<file path="config.mk">
export PLATFORM = sky130hd
export DESIGN_NAME = mem_instr_loader
export DESIGN_NICKNAME = d
export VERILOG_FILES = /design/src/rtl/mem_instr_loader_pkg.sv /design/src/rtl/mem_instr_byte_packer.sv /design/src/rtl/mem_instr_loader.sv
export SDC_FILE = /design/constraint.sdc
export NUM_CORES = 1
export LEC_CHECK = 0
export BUFFER_PORTS_ARGS = -buffer_cell sky130_fd_sc_hd__buf_4
export CAP_MARGIN = 5
export CORE_MARGIN = 2
export CORE_UTILIZATION = 65
export CTS_BUF_LIST = sky130_fd_sc_hd__clkbuf_4 sky130_fd_sc_hd__clkbuf_8 sky130_fd_sc_hd__clkbuf_16
export DETAILED_ROUTE_END_ITERATION = 10
export PLACE_DENSITY = 0.93
export SYNTH_ARGS = -nofsm -noshare
export SYNTH_HDL_FRONTEND = slang
export SYNTH_SLANG_ARGS = --single-unit
</file>
<file path="constraint.sdc">
create_clock -name i_clk -period 4.8 [get_ports i_clk]
set_clock_uncertainty 0.15 [all_clocks]
set_input_delay 0.72 -clock i_clk [delete_from_list [all_inputs] [get_ports i_clk]]
set_output_delay 0.72 -clock i_clk [all_outputs]
set_load 0.02 [all_outputs]
</file>
<file path="src/rtl/mem_instr_loader_pkg.sv">
// Shared constants and state encoding for the instruction loader.
// Loader state machine, header length and checksum width.
package mem_instr_loader_pkg;

    typedef enum logic [2:0] {
        IDLE    = 3'd0,
        HDR_ADR = 3'd1,
        HDR_LEN = 3'd2,
        DATA    = 3'd3,
        CSUM    = 3'd4,
        DONE    = 3'd5
    } state_t;

    // Header is a 4-byte base address followed by a 4-byte word count.
    localparam logic [31:0] HDR_BYTES = 32'd8;

    // Checksum is a modulo-256 sum of payload bytes.
    localparam int CSUM_W = 8;

endpackage

</file>
<file path="src/rtl/mem_instr_byte_packer.sv">
// Little-endian byte-to-word assembler used for header and payload.
// Lane 3 completes a word; the 4th byte is passed straight through.
module mem_instr_byte_packer (
    input  logic        i_clk,
    input  logic        i_rst,
    input  logic        i_en,
    input  logic [7:0]  i_byte,
    input  logic [1:0]  i_lane,
    output logic [31:0] o_word,
    output logic        o_complete
);

    logic [23:0] r_lo;

    // Capture the lower three bytes of the word in progress.
    always_ff @(posedge i_clk) begin
        if (i_rst) begin
            r_lo <= '0;
        end else if (i_en) begin
            unique case (i_lane)
                2'd0:    r_lo[7:0]   <= i_byte;
                2'd1:    r_lo[15:8]  <= i_byte;
                2'd2:    r_lo[23:16] <= i_byte;
                default: r_lo        <= r_lo;
            endcase
        end
    end

    assign o_word     = {i_byte, r_lo};
    assign o_complete = i_en & (i_lane == 2'd3);

endmodule

</file>
<file path="src/rtl/mem_instr_loader.sv">
// Streams a header + payload into instruction memory word writes.
// Optional checksum byte after payload: define CHECKSUM_EN.
module mem_instr_loader
    import mem_instr_loader_pkg::*;
#(
    parameter int ADR_W = 20
) (
    input  logic             i_clk,
    input  logic             i_rst,
    input  logic             i_start,
    input  logic [7:0]       i_byte,
    input  logic             i_valid,
    output logic             o_ready,
    output logic             o_wr_en,
    output logic [ADR_W-1:0] o_wr_adr,
    output logic [31:0]      o_wr_data,
    output logic             o_busy,
    output logic             o_done,
    output logic             o_err
);

    state_t           r_state;
    logic             r_ready;
    logic             r_busy;
    logic             r_done;
    logic             r_wr_en;
    logic [ADR_W-1:0] r_wr_adr;
    logic [31:0]      r_wr_data;
    logic [31:0]      r_bcnt;
    logic [31:0]      r_wcnt;
    logic [31:0]      r_len;
    logic [ADR_W-1:0] r_base;
`ifdef CHECKSUM_EN
    logic [CSUM_W-1:0] r_sum;
    logic              r_err;
`endif

    logic        w_acc;
    logic [31:0] w_word;
    logic        w_cplt;
    logic [31:0] w_off32;
    logic        w_unused;

    assign w_acc    = i_valid & r_ready;
    assign w_off32  = r_wcnt << 2;
    assign w_unused = ^{w_off32[31:ADR_W], w_word[31:ADR_W]};

    mem_instr_byte_packer u_pack (
        .i_clk      (i_clk),
        .i_rst      (i_rst),
        .i_en       (w_acc),
        .i_byte     (i_byte),
        .i_lane     (r_bcnt[1:0]),
        .o_word     (w_word),
        .o_complete (w_cplt)
    );

    // Loader FSM with registered handshake, write and status outputs.
    always_ff @(posedge i_clk) begin
        if (i_rst) begin
            r_state   <= IDLE;
            r_ready   <= 1'b0;
            r_busy    <= 1'b0;
            r_done    <= 1'b0;
            r_wr_en   <= 1'b0;
            r_wr_adr  <= '0;
            r_wr_data <= '0;
            r_bcnt    <= '0;
            r_wcnt    <= '0;
            r_len     <= '0;
            r_base    <= '0;
`ifdef CHECKSUM_EN
            r_sum     <= '0;
            r_err     <= 1'b0;
`endif
        end else begin
            r_wr_en <= 1'b0;
            r_done  <= 1'b0;
            case (r_state)
                IDLE: begin
                    if (i_start) begin
                        r_state <= HDR_ADR;
                        r_ready <= 1'b1;
                        r_busy  <= 1'b1;
                        r_bcnt  <= '0;
                        r_wcnt  <= '0;
`ifdef CHECKSUM_EN
                        r_sum   <= '0;
                        r_err   <= 1'b0;
`endif
                    end
                end
                HDR_ADR: begin
                    if (w_acc) begin
                        r_bcnt <= r_bcnt + 32'd1;
                        if (w_cplt) begin
                            r_base  <= {w_word[ADR_W-1:2], 2'b00};
                            r_state <= HDR_LEN;
                        end
                    end
                end
                HDR_LEN: begin
                    if (w_acc) begin
                        r_bcnt <= r_bcnt + 32'd1;
                        if (r_bcnt == HDR_BYTES - 32'd1) begin
                            r_len  <= w_word;
                            r_bcnt <= '0;
                            if (w_word == 32'd0) begin
`ifdef CHECKSUM_EN
                                r_state <= CSUM;
`else
                                r_state <= DONE;
                                r_ready <= 1'b0;
                                r_done  <= 1'b1;
`endif
                            end else begin
                                r_state <= DATA;
                            end
                        end
                    end
                end
                DATA: begin
                    if (w_acc) begin
                        r_bcnt <= r_bcnt + 32'd1;
`ifdef CHECKSUM_EN
                        r_sum  <= r_sum + i_byte;
`endif
                        if (w_cplt) begin
                            r_wr_en   <= 1'b1;
                            r_wr_adr  <= r_base + w_off32[ADR_W-1:0];
                            r_wr_data <= w_word;
                            r_wcnt    <= r_wcnt + 32'd1;
                            if (r_wcnt == r_len - 32'd1) begin
`ifdef CHECKSUM_EN
                                r_state <= CSUM;
`else
                                r_state <= DONE;
                                r_ready <= 1'b0;
                                r_done  <= 1'b1;
`endif
                            end
                        end
                    end
                end
`ifdef CHECKSUM_EN
                CSUM: begin
                    if (w_acc) begin
                        r_err   <= (i_byte != r_sum);
                        r_state <= DONE;
                        r_ready <= 1'b0;
                        r_done  <= 1'b1;
                    end
                end
`endif
                DONE: begin
                    r_state <= IDLE;
                    r_busy  <= 1'b0;
                end
                default: begin
                    r_state <= IDLE;
                    r_ready <= 1'b0;
                    r_busy  <= 1'b0;
                end
            endcase
        end
    end

    assign o_ready   = r_ready;
    assign o_wr_en   = r_wr_en;
    assign o_wr_adr  = r_wr_adr;
    assign o_wr_data = r_wr_data;
    assign o_busy    = r_busy;
    assign o_done    = r_done;
`ifdef CHECKSUM_EN
    assign o_err     = r_err;
`else
    assign o_err     = 1'b0;
`endif

endmodule
</file>
==> results of run 1 <==
## logic make-up (layout without fill, tap and decap cells)
| logic type | after synthesis | after routing | synth area share |
|---|---|---|---|
| flops | 195 | 195 | 0.409 |
| mux | 52 | 52 | 0.0545 |
| buf+inv | 84 | 121 | 0.0352 |
| simple gates | 509 | 509 | 0.256 |
| other cells | 1 | 3 | 0.000393 |
| compound gates | 193 | 193 | 0.120 |
| xor+xnor | 102 | 102 | 0.0935 |
| fa+ha+maj | 24 | 24 | 0.0322 |
## power by group
part,total [mW],internal [mW],switching (mW),leakage [nW]
Clock,1.47,0.805,0.661,0.293
Sequential,1.64,1.62,0.0171,1.57
Combinational,0.110,0.0287,0.0808,2.36
Total,3.22,2.46,0.759,4.22
## placed cells by master, fill, tap and decap left out, types with 7 or more instances in the layout
cell type and instances:
sky130_fd_sc_hd__a21o_1 11, sky130_fd_sc_hd__a21oi_1 105, sky130_fd_sc_hd__a31oi_1 9, sky130_fd_sc_hd__and3_1 17
sky130_fd_sc_hd__and4_1 7, sky130_fd_sc_hd__buf_4 69, sky130_fd_sc_hd__clkbuf_16 17, sky130_fd_sc_hd__dfxtp_1 195
sky130_fd_sc_hd__ha_1 23, sky130_fd_sc_hd__inv_1 21, sky130_fd_sc_hd__mux2i_1 52, sky130_fd_sc_hd__nand2_1 152
sky130_fd_sc_hd__nand3_1 62, sky130_fd_sc_hd__nand4_1 21, sky130_fd_sc_hd__nor2_1 147, sky130_fd_sc_hd__nor3_1 17
sky130_fd_sc_hd__nor4_1 23, sky130_fd_sc_hd__o21ai_0 26, sky130_fd_sc_hd__or3_1 15, sky130_fd_sc_hd__xnor2_1 46
sky130_fd_sc_hd__xor2_1 56
## stage by stage
stage / cells / setup slack [ns] / util
finish: 1383 / 1.41 / 0.739
floorplan: 1162 / 1.84 / -
global route: 1383 / 1.32 / 0.739
CTS: 1383 / 1.47 / 0.739
detailed placement: 1352 / 1.29 / 0.698
global placement: 1352 / 1.48 / 0.698
## critical path, cell delays in order, from the launching register on
cell and delay, ns:
sky130_fd_sc_hd__dfxtp_1 0.36, sky130_fd_sc_hd__or4_1 0.78, sky130_fd_sc_hd__or4_1 0.62, sky130_fd_sc_hd__a21oi_1 0.21
sky130_fd_sc_hd__a31oi_1 0.08, sky130_fd_sc_hd__a2111oi_0 0.40, sky130_fd_sc_hd__o2111ai_1 0.18, sky130_fd_sc_hd__or2_1 0.31
sky130_fd_sc_hd__o21ba_1 0.20
## layer usage
layer,GRT usage,up-vias,routed length [um]
met4,0.139,0,1130
met5,0,-,0
li1,-,4092,-
met3,0.0826,119,2440
met1,0.428,4143,10400
met2,0.531,462,11900
## registers in the layout, indices dropped and copies added, names as in the netlist
register,flops
r_state,3
r_wcnt,32
r_base,18
r_len,32
o_ready,1
r_bcnt,32
u_pack.r_lo,24
o_done,1
o_wr_data,32
o_wr_adr,18
o_wr_en,1
o_busy,1
## layout make-up
type / instances / area, um^2 / area share
Tap cell: 184 / 230 / 0.0216
Multi-Input combinational cell: 883 / 5330 / 0.500
Inverter: 21 / 78.8 / 0.00739
Timing Repair Buffer: 69 / 518 / 0.0486
Clock inverter: 11 / 144 / 0.0135
Sequential cell: 195 / 3900 / 0.366
Clock buffer: 20 / 454 / 0.0426
## worst min path at each step
stage / to / slack (ns)
final: o_wr_adr[14]$_SDFFE_PP0P_ / 0.31
after global routing: o_wr_adr[6]$_SDFFE_PP0P_ / 0.33
after CTS: o_wr_adr[6]$_SDFFE_PP0P_ / 0.31
after detailed placement: o_wr_adr[5]$_SDFFE_PP0P_ / 0.30
after global placement: o_wr_adr[12]$_SDFFE_PP0P_ / 0.29
after floorplan: r_bcnt[31]$_SDFFE_PP0P_ / 0.31
==> impl_metrics.sql, run 1 <==
INSERT INTO impl_metrics (metric_group, metric, value, unit) VALUES
('outcome', 'status', 'completed', ''),
('timing', 'drv_slew', '0', ''),
('worst_setup_path', 'regToRegEndpoint', 'o_ready$_SDFFE_PP0P_', ''),
('detailed_routing', 'vias', '8816', ''),
('timing', 'max_slew.worst_pin.slew', '1.21', 'ns'),
('yosys', 'synth_cell_type_count', '66', ''),
('clock_network', 'cts_resized', '0', ''),
('clock_network', 'clkSinkCount', '195', ''),
('timing', 'setup_viol_count_final', '0', ''),
('placed_design', 'detailedPlacementHpwl', '17.3', 'mm'),
('yosys', 'post_synth_most_frequent_cells', 'sky130_fd_sc_hd__dfxtp_1, sky130_fd_sc_hd__nand2_1, sky130_fd_sc_hd__nor2_1', ''),
('global_route', 'grt_max_degree', '86', ''),
('detailed_routing', 'avgViaCountPerCell', '6.37', ''),
('die', 'num_io_pins', '69', ''),
('worst_setup_path', 'worstPathRequired', '4.99', 'ns'),
('final_layout', 'area_growth', '11.6', '%'),
('final_layout', 'final_design_area_no_fill', '10700', 'um^2'),
('yosys', 'yosysTopAreaCellShare', '0.409', ''),
('die', 'dieHeight', '125', 'um'),
('yosys', 'synth_area_per_cell', '8.23', 'um^2'),
('clock_network', 'clock_tree.root_cell', 'sky130_fd_sc_hd__clkbuf_16', ''),
('die', 'floorplan.rows', '44', ''),
('worst_setup_path', 'worst_r2r_path_depth', '8', ''),
('timing', 'final_min_period_over_clock_period', '0.707', ''),
('final_layout', 'antennaDiodeCount', '0', ''),
('clock_network', 'tritoncts', 'built', ''),
('run', 'max_cap_viol_count', '0', ''),
('yosys', 'synth_edf_count', '0', ''),
('yosys', 'dominantRegCellSynth', 'sky130_fd_sc_hd__dfxtp_1', ''),
('placed_design', 'post_dp_cell_area', '10100', 'um^2'),
('timing', 'hold_slack', '0.309', 'ns'),
('yosys', 'synth.ff_latch_count', '195', ''),
('placed_design', 'gpl.final_weighted_congestion', '0.907', ''),
('detailed_routing', 'first_pass_iters', '5', ''),
('placed_design', 'io_buffer_count', '65', ''),
('die', 'initial_utilization', '0.662', ''),
('global_route', 'first_global_vias', '8505', ''),
('worst_setup_path', 'r2r-start', 'r_len[0]$_SDFFE_PP0P_', ''),
('power', 'power_per_cell_area', '302', 'nW/um^2'),
('detailed_routing', 'initialDrtViolationCount', '964', ''),
('detailed_routing', 'detail_route.wl_per_cell', '18.7', 'um'),
('clock_network', 'max-clock-path-buffers', '2', ''),
('detailed_routing', 'routed_wirelength', '25.8', 'mm'),
('worst_hold_path', 'min-delay-path-class', 'flip-flop to flip-flop', ''),
('clock_network', 'cts_setup_buffers', '0', ''),
('worst_setup_path', 'ff2ff_setup_slack', '1.41', 'ns'),
('worst_setup_path', 'cp-startpoint', 'r_len[0]$_SDFFE_PP0P_', ''),
('yosys', 'synth.cell_area', '9550', 'um^2'),
('timing', 'totalNegativeSetupSlack', '0', 'ns'),
('clock_network', 'insertion_delay', '0.44', 'ns'),
('global_route', 'grt_first_pass_wirelength', '42.4', 'mm'),
('yosys', 'netlist_instances', '1160', ''),
('timing', 'slew_headroom', '0.190', ''),
('clock_network', 'htree_levels', '4', ''),
('worst_setup_path', 'critPathCapture', 'o_ready$_SDFFE_PP0P_', ''),
('worst_setup_path', 'timing.critical_path.from_type', 'flip-flop', ''),
('yosys', 'yosysWarnings', '0', ''),
('clock_network', 'clk_pin_slew', '0.07', 'ns'),
('worst_setup_path', 'cp_data_arrival_time', '3.58', 'ns'),
('worst_setup_path', 'path_class', 'flip-flop to flip-flop', ''),
('yosys', 'seq_area_frac_synth', '0.409', ''),
('die', 'design.core.area', '14400', 'um^2'),
('final_layout', 'layout-drive-gt1-share', '0.100', ''),
('timing', 'unrepaired_setup_endpoints_after_global_routing', 'no', ''),
('timing', 'final_period_minus_worst_setup_slack', '3.39', 'ns'),
('final_layout', 'fillCellCount', '976', ''),
('detailed_routing', 'route.antenna.remaining_nets', '0', ''),
('yosys', 'synth_async_sr_flop_share', '0', ''),
('global_route', 'grtUsageTotal', '0.331', ''),
('worst_hold_path', 'whs_path_depth', '2', ''),
('power', 'design_power_total', '3.22', 'mW');
Power figures use the tool's default switching activity.
==> run 2, diff against run 1 <==
--- a/config.mk
+++ b/config.mk
@@ -8,10 +8,10 @@
 export BUFFER_PORTS_ARGS = -buffer_cell sky130_fd_sc_hd__buf_4
 export CAP_MARGIN = 5
 export CORE_MARGIN = 2
-export CORE_UTILIZATION = 65
+export CORE_UTILIZATION = 55
 export CTS_BUF_LIST = sky130_fd_sc_hd__clkbuf_4 sky130_fd_sc_hd__clkbuf_8 sky130_fd_sc_hd__clkbuf_16
 export DETAILED_ROUTE_END_ITERATION = 10
-export PLACE_DENSITY = 0.93
+export PLACE_DENSITY = 0.85
 export SYNTH_ARGS = -nofsm -noshare
 export SYNTH_HDL_FRONTEND = slang
 export SYNTH_SLANG_ARGS = --single-unit
==> constraint.sdc (replaced) <==
create_clock -name i_clk -period 2.8 [get_ports i_clk]
set_clock_uncertainty 0.15 [all_clocks]
set_input_delay 0.42 -clock i_clk [delete_from_list [all_inputs] [get_ports i_clk]]
set_output_delay 0.42 -clock i_clk [all_outputs]
set_load 0.02 [all_outputs]
==> run 2 against run 1 <==
- the flow now finishes with violations (setup timing)
- sequential cell count unchanged
- via count up 1.5%
- register-to-register slack worse by 1.5 ns
- worst setup slack worse by 1.5 ns
- clock-buffer cell count down 3
- global-route usage down 4.3 points
- hold slack worse by 0.24 ns
- sequential power up 71%
- critical path depth up 3
- non-clock buffer count up 77
- largest power group unchanged
==> impl_metrics.sql, run 2 (synthesized netlist as in run 1, its figures left out) <==
INSERT INTO impl_metrics (metric_group, metric, value, unit) VALUES
('die', 'dieWidth', '136', 'um'),
('clock_network', 'clock_tree.root_cell', 'sky130_fd_sc_hd__clkbuf_16', ''),
('power', 'power.combinational.fraction', '0.036', ''),
('timing', 'drv_slew', '0', ''),
('global_route', 'grt-ovfl-total', '0', ''),
('global_route', 'grtUsageTotal', '0.288', ''),
('detailed_routing', 'routed_wirelength', '26.6', 'mm'),
('detailed_routing', 'vias', '8944', ''),
('detailed_routing', 'initialDrtViolationCount', '826', ''),
('timing', 'max_slew.worst_pin.slew', '0.651', 'ns'),
('worst_setup_path', 'worst_r2r_path_depth', '11', ''),
('worst_setup_path', 'crit_path_max_fanout', '5', ''),
('power', 'pwr-share-clk', '0.461', ''),
('clock_network', 'clkSinkCount', '195', ''),
('worst_setup_path', 'worstSetupEndpointType', 'flip-flop', ''),
('timing', 'postLayoutSetupSlackWorst', '-0.141', 'ns'),
('clock_network', 'insertion_delay', '0.45', 'ns'),
('global_route', 'grt_antenna_before_repair', '0', ''),
('die', 'dieArea', '18400', 'um^2'),
('global_route', 'grt_max_degree', '67', ''),
('die', 'num_io_pins', '69', ''),
('final_layout', 'area_growth', '20.3', '%'),
('final_layout', 'layout-drive-gt1-share', '0.171', ''),
('outcome', 'failing_checks', 'setup timing', ''),
('timing', 'fmax', '340', 'MHz'),
('worst_hold_path', 'whs_path_depth', '2', ''),
('detailed_routing', 'route.antenna.remaining_nets', '0', ''),
('detailed_routing', 'avgViaCountPerCell', '5.95', ''),
('timing', 'final_period_minus_worst_setup_slack', '2.94', 'ns'),
('power', 'peakVddDrop', '0.416', 'mV'),
('clock_network', 'clk_pin_slew', '0.08', 'ns'),
('clock_network', 'max-clock-path-buffers', '2', ''),
('die', 'initial_utilization', '0.558', ''),
('placed_design', 'post_dp_cell_area', '10700', 'um^2'),
('worst_setup_path', 'worstPathRequired', '2.99', 'ns'),
('final_layout', 'antennaDiodeCount', '0', ''),
('power', 'internal_power', '4.10', 'mW'),
('worst_setup_path', 'timing.critical_path.from_type', 'flip-flop', ''),
('placed_design', 'io_buffer_count', '65', ''),
('worst_hold_path', 'min-delay-path-class', 'input port to flip-flop', ''),
('final_layout', 'layout.core_utilization', '0.671', ''),
('worst_setup_path', 'path_class', 'flip-flop to flip-flop', ''),
('global_route', 'grt_first_pass_wirelength', '41.6', 'mm'),
('power', 'p_seq_frac', '0.503', ''),
('clock_network', 'htree_levels', '4', ''),
('timing', 'setup_viol_count_final', '3', ''),
('die', 'floorplan.rows', '48', ''),
('detailed_routing', 'first_pass_iters', '8', ''),
('final_layout', 'num-nets-final', '1300', ''),
('final_layout', 'layout.cells.most_common_list', 'sky130_fd_sc_hd__dfxtp_1, sky130_fd_sc_hd__nand2_1, sky130_fd_sc_hd__nor2_1, sky130_fd_sc_hd__buf_4, sky130_fd_sc_hd__a21oi_1', ''),
('die', 'dieHeight', '136', 'um'),
('detailed_routing', 'drcViolationCount', '0', ''),
('placed_design', 'detailedPlacementHpwl', '18.6', 'mm'),
('final_layout', 'final_design_area_no_fill', '11500', 'um^2'),
('power', 'power.net_switching', '1.49', 'mW'),
('power', 'leakage_power_figure', '4.68', 'nW'),
('final_layout', 'most_common_cell_after_layout_fill_and_taps_aside', 'sky130_fd_sc_hd__dfxtp_1', ''),
('final_layout', 'layout.cells.non_filler', '1502', ''),
('worst_setup_path', 'cp_data_arrival_time', '3.13', 'ns'),
('worst_setup_path', 'ff2ff_setup_slack', '-0.14', 'ns'),
('placed_design', 'post-place-cells', '1462', ''),
('timing', 'timing.final.hold_violations', '0', ''),
('global_route', 'first_global_vias', '8352', ''),
('timing', 'unrepaired_setup_endpoints_after_global_routing', 'yes', ''),
('power', 'power.share.switching', '0.267', ''),
('final_layout', 'fillCellCount', '1302', ''),
('outcome', 'status', 'finished with violations', ''),
('run', 'max_cap_viol_count', '0', ''),
('detailed_routing', 'detail_route.wl_per_cell', '17.7', 'um'),
('placed_design', 'gpl.final_weighted_congestion', '0.915', ''),
('clock_network', 'cts_hold_repair.buffers', '0', ''),
('clock_network', 'tritoncts.num_buffers', '17', ''),
('die', 'design.core.area', '17100', 'um^2'),
('timing', 'slew_headroom', '0.566', ''),
('timing', 'final_min_period_over_clock_period', '1.05', ''),
('clock_network', 'tritoncts', 'built', ''),
('power', 'power_per_cell_area', '486', 'nW/um^2');
## run 2: what timing repair did
action / 4_1_cts / 5_1_grt
setup buffers: 1 / 6
endpoints found under the setup margin: 4 / 14
gates resized for setup: 11 / 13
pin swaps: 10 / 9
gates cloned: 0 / 1
## run 2: routing by layer
metal | GRT usage | wire [um] | vias up | part of all wire
li1 | - | - | 4246 | -
met3 | 0.0483 | 1980 | 74 | 0.074
met5 | 0 | 0 | - | 0
met4 | 0.126 | 879 | 0 | 0.033
met1 | 0.391 | 11500 | 4255 | 0.43
met2 | 0.452 | 12300 | 369 | 0.46
## run 2: power groups by stage
stage	clock [mW]	combinational (mW)	sequential [mW]
6_report	2.58	0.201	2.81
5_1_grt	2.70	0.218	2.81
4_1_cts	2.60	0.196	2.81
3_5_place_dp	0	0.195	2.87
3_3_place_gp	0	0.193	2.87
2_1_floorplan	0	0.123	2.87
## run 2: stage by stage
stage / TNS, ns / total power [mW] / setup WS [ns] / hold WS, ns
floorplan: 0 / 2.99 / 0.000603 / 0.307
global placement: -0.167 / 3.07 / -0.117 / 0.292
detailed placement: -0.431 / 3.07 / -0.200 / 0.296
CTS: -0.192 / 5.60 / -0.110 / 0.0433
global route: -0.624 / 5.73 / -0.209 / 0.0628
finish: -0.297 / 5.59 / -0.141 / 0.0661
## run 2: cell type report
class                   count  area (um^2)  area share
clock buffers              17          425      0.0370
clock inverters            15          205      0.0179
inverters                  21         78.8     0.00686
multi-input cells         883         5440       0.473
flip-flops and latches    195         3910       0.340
well taps                 225          282      0.0245
repair buffers            146         1160       0.101
## run 2: path summary, 6_finish.rpt
check / startpoint / endpoint
setup reg to reg: r_len[4]$_SDFFE_PP0P_ / o_ready$_SDFFE_PP0P_
setup / recovery: r_len[4]$_SDFFE_PP0P_ / o_ready$_SDFFE_PP0P_
hold / removal: i_rst / r_len[16]$_SDFFE_PP0P_
hold reg to reg: o_wr_adr[8]$_SDFFE_PP0P_ / o_wr_adr[8]$_SDFFE_PP0P_
## run 2: worst max-delay path: stages, from the launching register on
cell and delay, ns:
sky130_fd_sc_hd__dfxtp_1 0.31, sky130_fd_sc_hd__or4_4 0.57, sky130_fd_sc_hd__buf_6 0.16, sky130_fd_sc_hd__nor4_4 0.25, sky130_fd_sc_hd__buf_4 0.19, sky130_fd_sc_hd__buf_6 0.10, sky130_fd_sc_hd__nand4b_1 0.16, sky130_fd_sc_hd__mux2i_1 0.17
sky130_fd_sc_hd__mux2i_1 0.17, sky130_fd_sc_hd__o2111ai_2 0.16, sky130_fd_sc_hd__or2_4 0.28, sky130_fd_sc_hd__o21ba_1 0.17
==> run 3, diff against run 2 <==
--- a/config.mk
+++ b/config.mk
@@ -15,3 +15,4 @@
 export SYNTH_ARGS = -nofsm -noshare
 export SYNTH_HDL_FRONTEND = slang
 export SYNTH_SLANG_ARGS = --single-unit
+export TNS_END_PERCENT = 10
==> run 3 against run 2 <==
- the run still ends with setup timing left
- wire length decreased by 0.74%
- critical endpoint unchanged
- via count decreased by 0.87%
- critical path depth unchanged
- die area unchanged
- sequential cell count unchanged
- largest cell class unchanged
- cell area decreased by 0.37%
- global-route usage unchanged
- worst setup slack improved by 0.0077 ns
- first-iteration DRC count increased by 4.6%
==> impl_metrics.sql, run 3 (synthesized netlist as in run 1, its figures left out) <==
INSERT INTO impl_metrics (metric_group, metric, value, unit) VALUES
('clock_network', 'tritoncts', 'built', ''),
('power', 'internal_power', '4.10', 'mW'),
('clock_network', 'tritoncts.num_buffers', '17', ''),
('worst_setup_path', 'worstPathRequired', '2.99', 'ns'),
('clock_network', 'clkSinkCount', '195', ''),
('clock_network', 'htree_levels', '4', ''),
('placed_design', 'post_dp_cell_area', '10700', 'um^2'),
('final_layout', 'multiInputGateArea', '5440', 'um^2'),
('worst_hold_path', 'hp-start', 'i_rst', ''),
('timing', 'unrepaired_setup_endpoints_after_global_routing', 'yes', ''),
('final_layout', 'layout.core_utilization', '0.669', ''),
('power', 'pwr-share-clk', '0.461', ''),
('detailed_routing', 'initialDrtViolationCount', '864', ''),
('timing', 'final_min_period_over_clock_period', '1.05', ''),
('placed_design', 'place_worst_setup_slack', '-0.200', 'ns'),
('global_route', 'grt_first_pass_wirelength', '41.6', 'mm'),
('worst_setup_path', 'critical_path.top_delay_family', 'simple AND/OR/NAND/NOR gates', ''),
('global_route', 'first_global_vias', '8352', ''),
('die', 'num_io_pins', '69', ''),
('worst_setup_path', 'r2r-start', 'r_len[4]$_SDFFE_PP0P_', ''),
('die', 'initial_utilization', '0.558', ''),
('worst_hold_path', 'holdPathEnd', 'r_len[16]$_SDFFE_PP0P_', ''),
('clock_network', 'clock_tree.root_cell', 'sky130_fd_sc_hd__clkbuf_16', ''),
('timing', 'final_period_minus_worst_setup_slack', '2.93', 'ns'),
('power', 'power_per_cell_area', '488', 'nW/um^2'),
('global_route', 'grt-ovfl-total', '0', ''),
('worst_setup_path', 'timing.critical_path.from_type', 'flip-flop', ''),
('worst_setup_path', 'crit_path_max_fanout', '5', ''),
('final_layout', 'final-seq-area', '3910', 'um^2'),
('global_route', 'grtUsageTotal', '0.288', ''),
('detailed_routing', 'first_pass_iters', '6', ''),
('timing', 'hold_slack', '0.0545', 'ns'),
('clock_network', 'cts_hold_repair.buffers', '0', ''),
('outcome', 'status', 'finished with violations', ''),
('worst_setup_path', 'worstSetupEndpointType', 'flip-flop', ''),
('final_layout', 'most_common_cell_after_layout_fill_and_taps_aside', 'sky130_fd_sc_hd__dfxtp_1', ''),
('final_layout', 'layout.cells.most_common_list', 'sky130_fd_sc_hd__dfxtp_1, sky130_fd_sc_hd__nand2_1, sky130_fd_sc_hd__nor2_1, sky130_fd_sc_hd__buf_4, sky130_fd_sc_hd__a21oi_1', ''),
('placed_design', 'detailedPlacementHpwl', '18.6', 'mm'),
('power', 'design_power_total', '5.59', 'mW'),
('power', 'power.combinational.fraction', '0.036', ''),
('final_layout', 'layout-drive-gt1-share', '0.170', ''),
('placed_design', 'gpl.final_weighted_congestion', '0.915', ''),
('power', 'peakVddDrop', '0.416', 'mV'),
('final_layout', 'fillCellCount', '1312', ''),
('worst_setup_path', 'crit_path_max_incr_delay', '0.57', 'ns'),
('power', 'p_seq_frac', '0.503', ''),
('run', 'max_cap_viol_count', '0', ''),
('final_layout', 'antennaDiodeCount', '0', ''),
('detailed_routing', 'detail_route.wl_per_cell', '17.6', 'um'),
('worst_hold_path', 'whs_path_depth', '2', ''),
('worst_setup_path', 'cp_data_arrival_time', '3.12', 'ns'),
('global_route', 'grt_max_degree', '67', ''),
('timing', 'max_slew.worst_pin.slew', '0.651', 'ns'),
('timing', 'fmax', '341', 'MHz'),
('detailed_routing', 'route.antenna.remaining_nets', '0', ''),
('timing', 'timing.final.hold_violations', '0', ''),
('worst_setup_path', 'cp_cell_sequence', 'or4_4 > buf_6 > nor4_4 > buf_4 > buf_6 > nand4b_1 > mux2i_1 > mux2i_1 > o2111ai_2 > or2_4 > o21ba_1', ''),
('worst_hold_path', 'min-delay-path-class', 'input port to flip-flop', ''),
('clock_network', 'max-clock-path-buffers', '2', ''),
('timing', 'drv_slew', '0', ''),
('die', 'floorplan.rows', '48', ''),
('final_layout', 'num-nets-final', '1296', ''),
('timing', 'slew_headroom', '0.566', ''),
('die', 'design.core.area', '17100', 'um^2'),
('detailed_routing', 'routed_wirelength', '26.4', 'mm'),
('worst_setup_path', 'cp_max_stage_cell', 'sky130_fd_sc_hd__or4_4', ''),
('worst_setup_path', 'path_class', 'flip-flop to flip-flop', ''),
('detailed_routing', 'avgViaCountPerCell', '5.92', ''),
('die', 'dieWidth', '136', 'um'),
('worst_setup_path', 'ff2ff_setup_slack', '-0.13', 'ns'),
('power', 'power.share.switching', '0.266', ''),
('placed_design', 'io_buffer_count', '65', ''),
('timing', 'postLayoutSetupSlackWorst', '-0.134', 'ns'),
('final_layout', 'final_design_area_no_fill', '11500', 'um^2'),
('outcome', 'failing_checks', 'setup timing', ''),
('timing', 'setup_viol_count_final', '3', ''),
('power', 'power.net_switching', '1.49', 'mW'),
('detailed_routing', 'drcViolationCount', '0', ''),
('clock_network', 'clk_pin_slew', '0.08', 'ns'),
('global_route', 'grt_antenna_before_repair', '0', ''),
('worst_setup_path', 'cp.depth', '11', ''),
('worst_setup_path', 'worst_r2r_path_depth', '11', ''),
('worst_setup_path', 'regToRegEndpoint', 'o_ready$_SDFFE_PP0P_', ''),
('detailed_routing', 'vias', '8866', ''),
('die', 'dieArea', '18400', 'um^2'),
('power', 'leakage_power_figure', '4.65', 'nW'),
('worst_setup_path', 'critical_path_buf_inv_count', '3', ''),
('clock_network', 'insertion_delay', '0.46', 'ns'),
('final_layout', 'area_growth', '19.9', '%'),
('die', 'dieHeight', '136', 'um');
run 3: cell count changes in the layout (fill, tap and decap cells not counted):
| cell | delta |
|---|---|
| sky130_fd_sc_hd__nor2_1 | -1 |
| sky130_fd_sc_hd__clkbuf_16 | -1 |
| sky130_fd_sc_hd__ha_2 | +1 |
| sky130_fd_sc_hd__nor2_2 | +1 |
| sky130_fd_sc_hd__buf_4 | -3 |
| sky130_fd_sc_hd__ha_1 | -1 |
run 3: layout make-up:
cell class,instances,area share
Clock inverter,15,0.0179
Multi-Input combinational cell,883,0.475
Clock buffer,17,0.0372
Timing Repair Buffer,142,0.0974
Tap cell,225,0.0246
Sequential cell,195,0.341
Inverter,21,0.00688
run 3: routing by layer:
metal,track usage,share of wire,vias to the layer above
li1,-,-,4248
met1,0.391,0.44,4248
met2,0.452,0.46,309
met4,0.126,0.030,0
met5,0,0,-
met3,0.0483,0.067,61
run 3: how the worst max path moves through the flow:
stage | start | slack (ns) | end
floorplan | r_len[0]$_SDFFE_PP0P_ | 0.0006 | o_ready$_SDFFE_PP0P_
global placement | r_len[0]$_SDFFE_PP0P_ | -0.12 | o_ready$_SDFFE_PP0P_
detailed placement | r_len[0]$_SDFFE_PP0P_ | -0.20 | o_ready$_SDFFE_PP0P_
CTS | r_len[12]$_SDFFE_PP0P_ | -0.11 | o_ready$_SDFFE_PP0P_
global route | r_len[4]$_SDFFE_PP0P_ | -0.21 | o_ready$_SDFFE_PP0P_
finish | r_len[4]$_SDFFE_PP0P_ | -0.13 | o_ready$_SDFFE_PP0P_
run 3: power by group through the flow:
stage          Clock [mW]  Sequential (mW)  Combinational [mW]
2_1_floorplan           0             2.87               0.123
3_3_place_gp            0             2.87               0.193
3_5_place_dp            0             2.87               0.195
4_1_cts              2.60             2.81               0.196
5_1_grt              2.70             2.81               0.218
6_report             2.58             2.81               0.202
run 3: what timing repair did:
item | in CTS | in global routing
gates resized for setup | 11 | 15
setup endpoints to repair | 4 | 14
buffers inserted | 1 | 3
endpoints found under the hold margin | 0 | 0
pin swaps | 10 | 6
run 3: per-stage QoR:
stage,cells,setup TNS [ns]
floorplan,1162,0
global placement,1462,-0.167
detailed placement,1462,-0.431
CTS,1495,-0.192
global route,1498,-0.615
finish,1498,-0.272
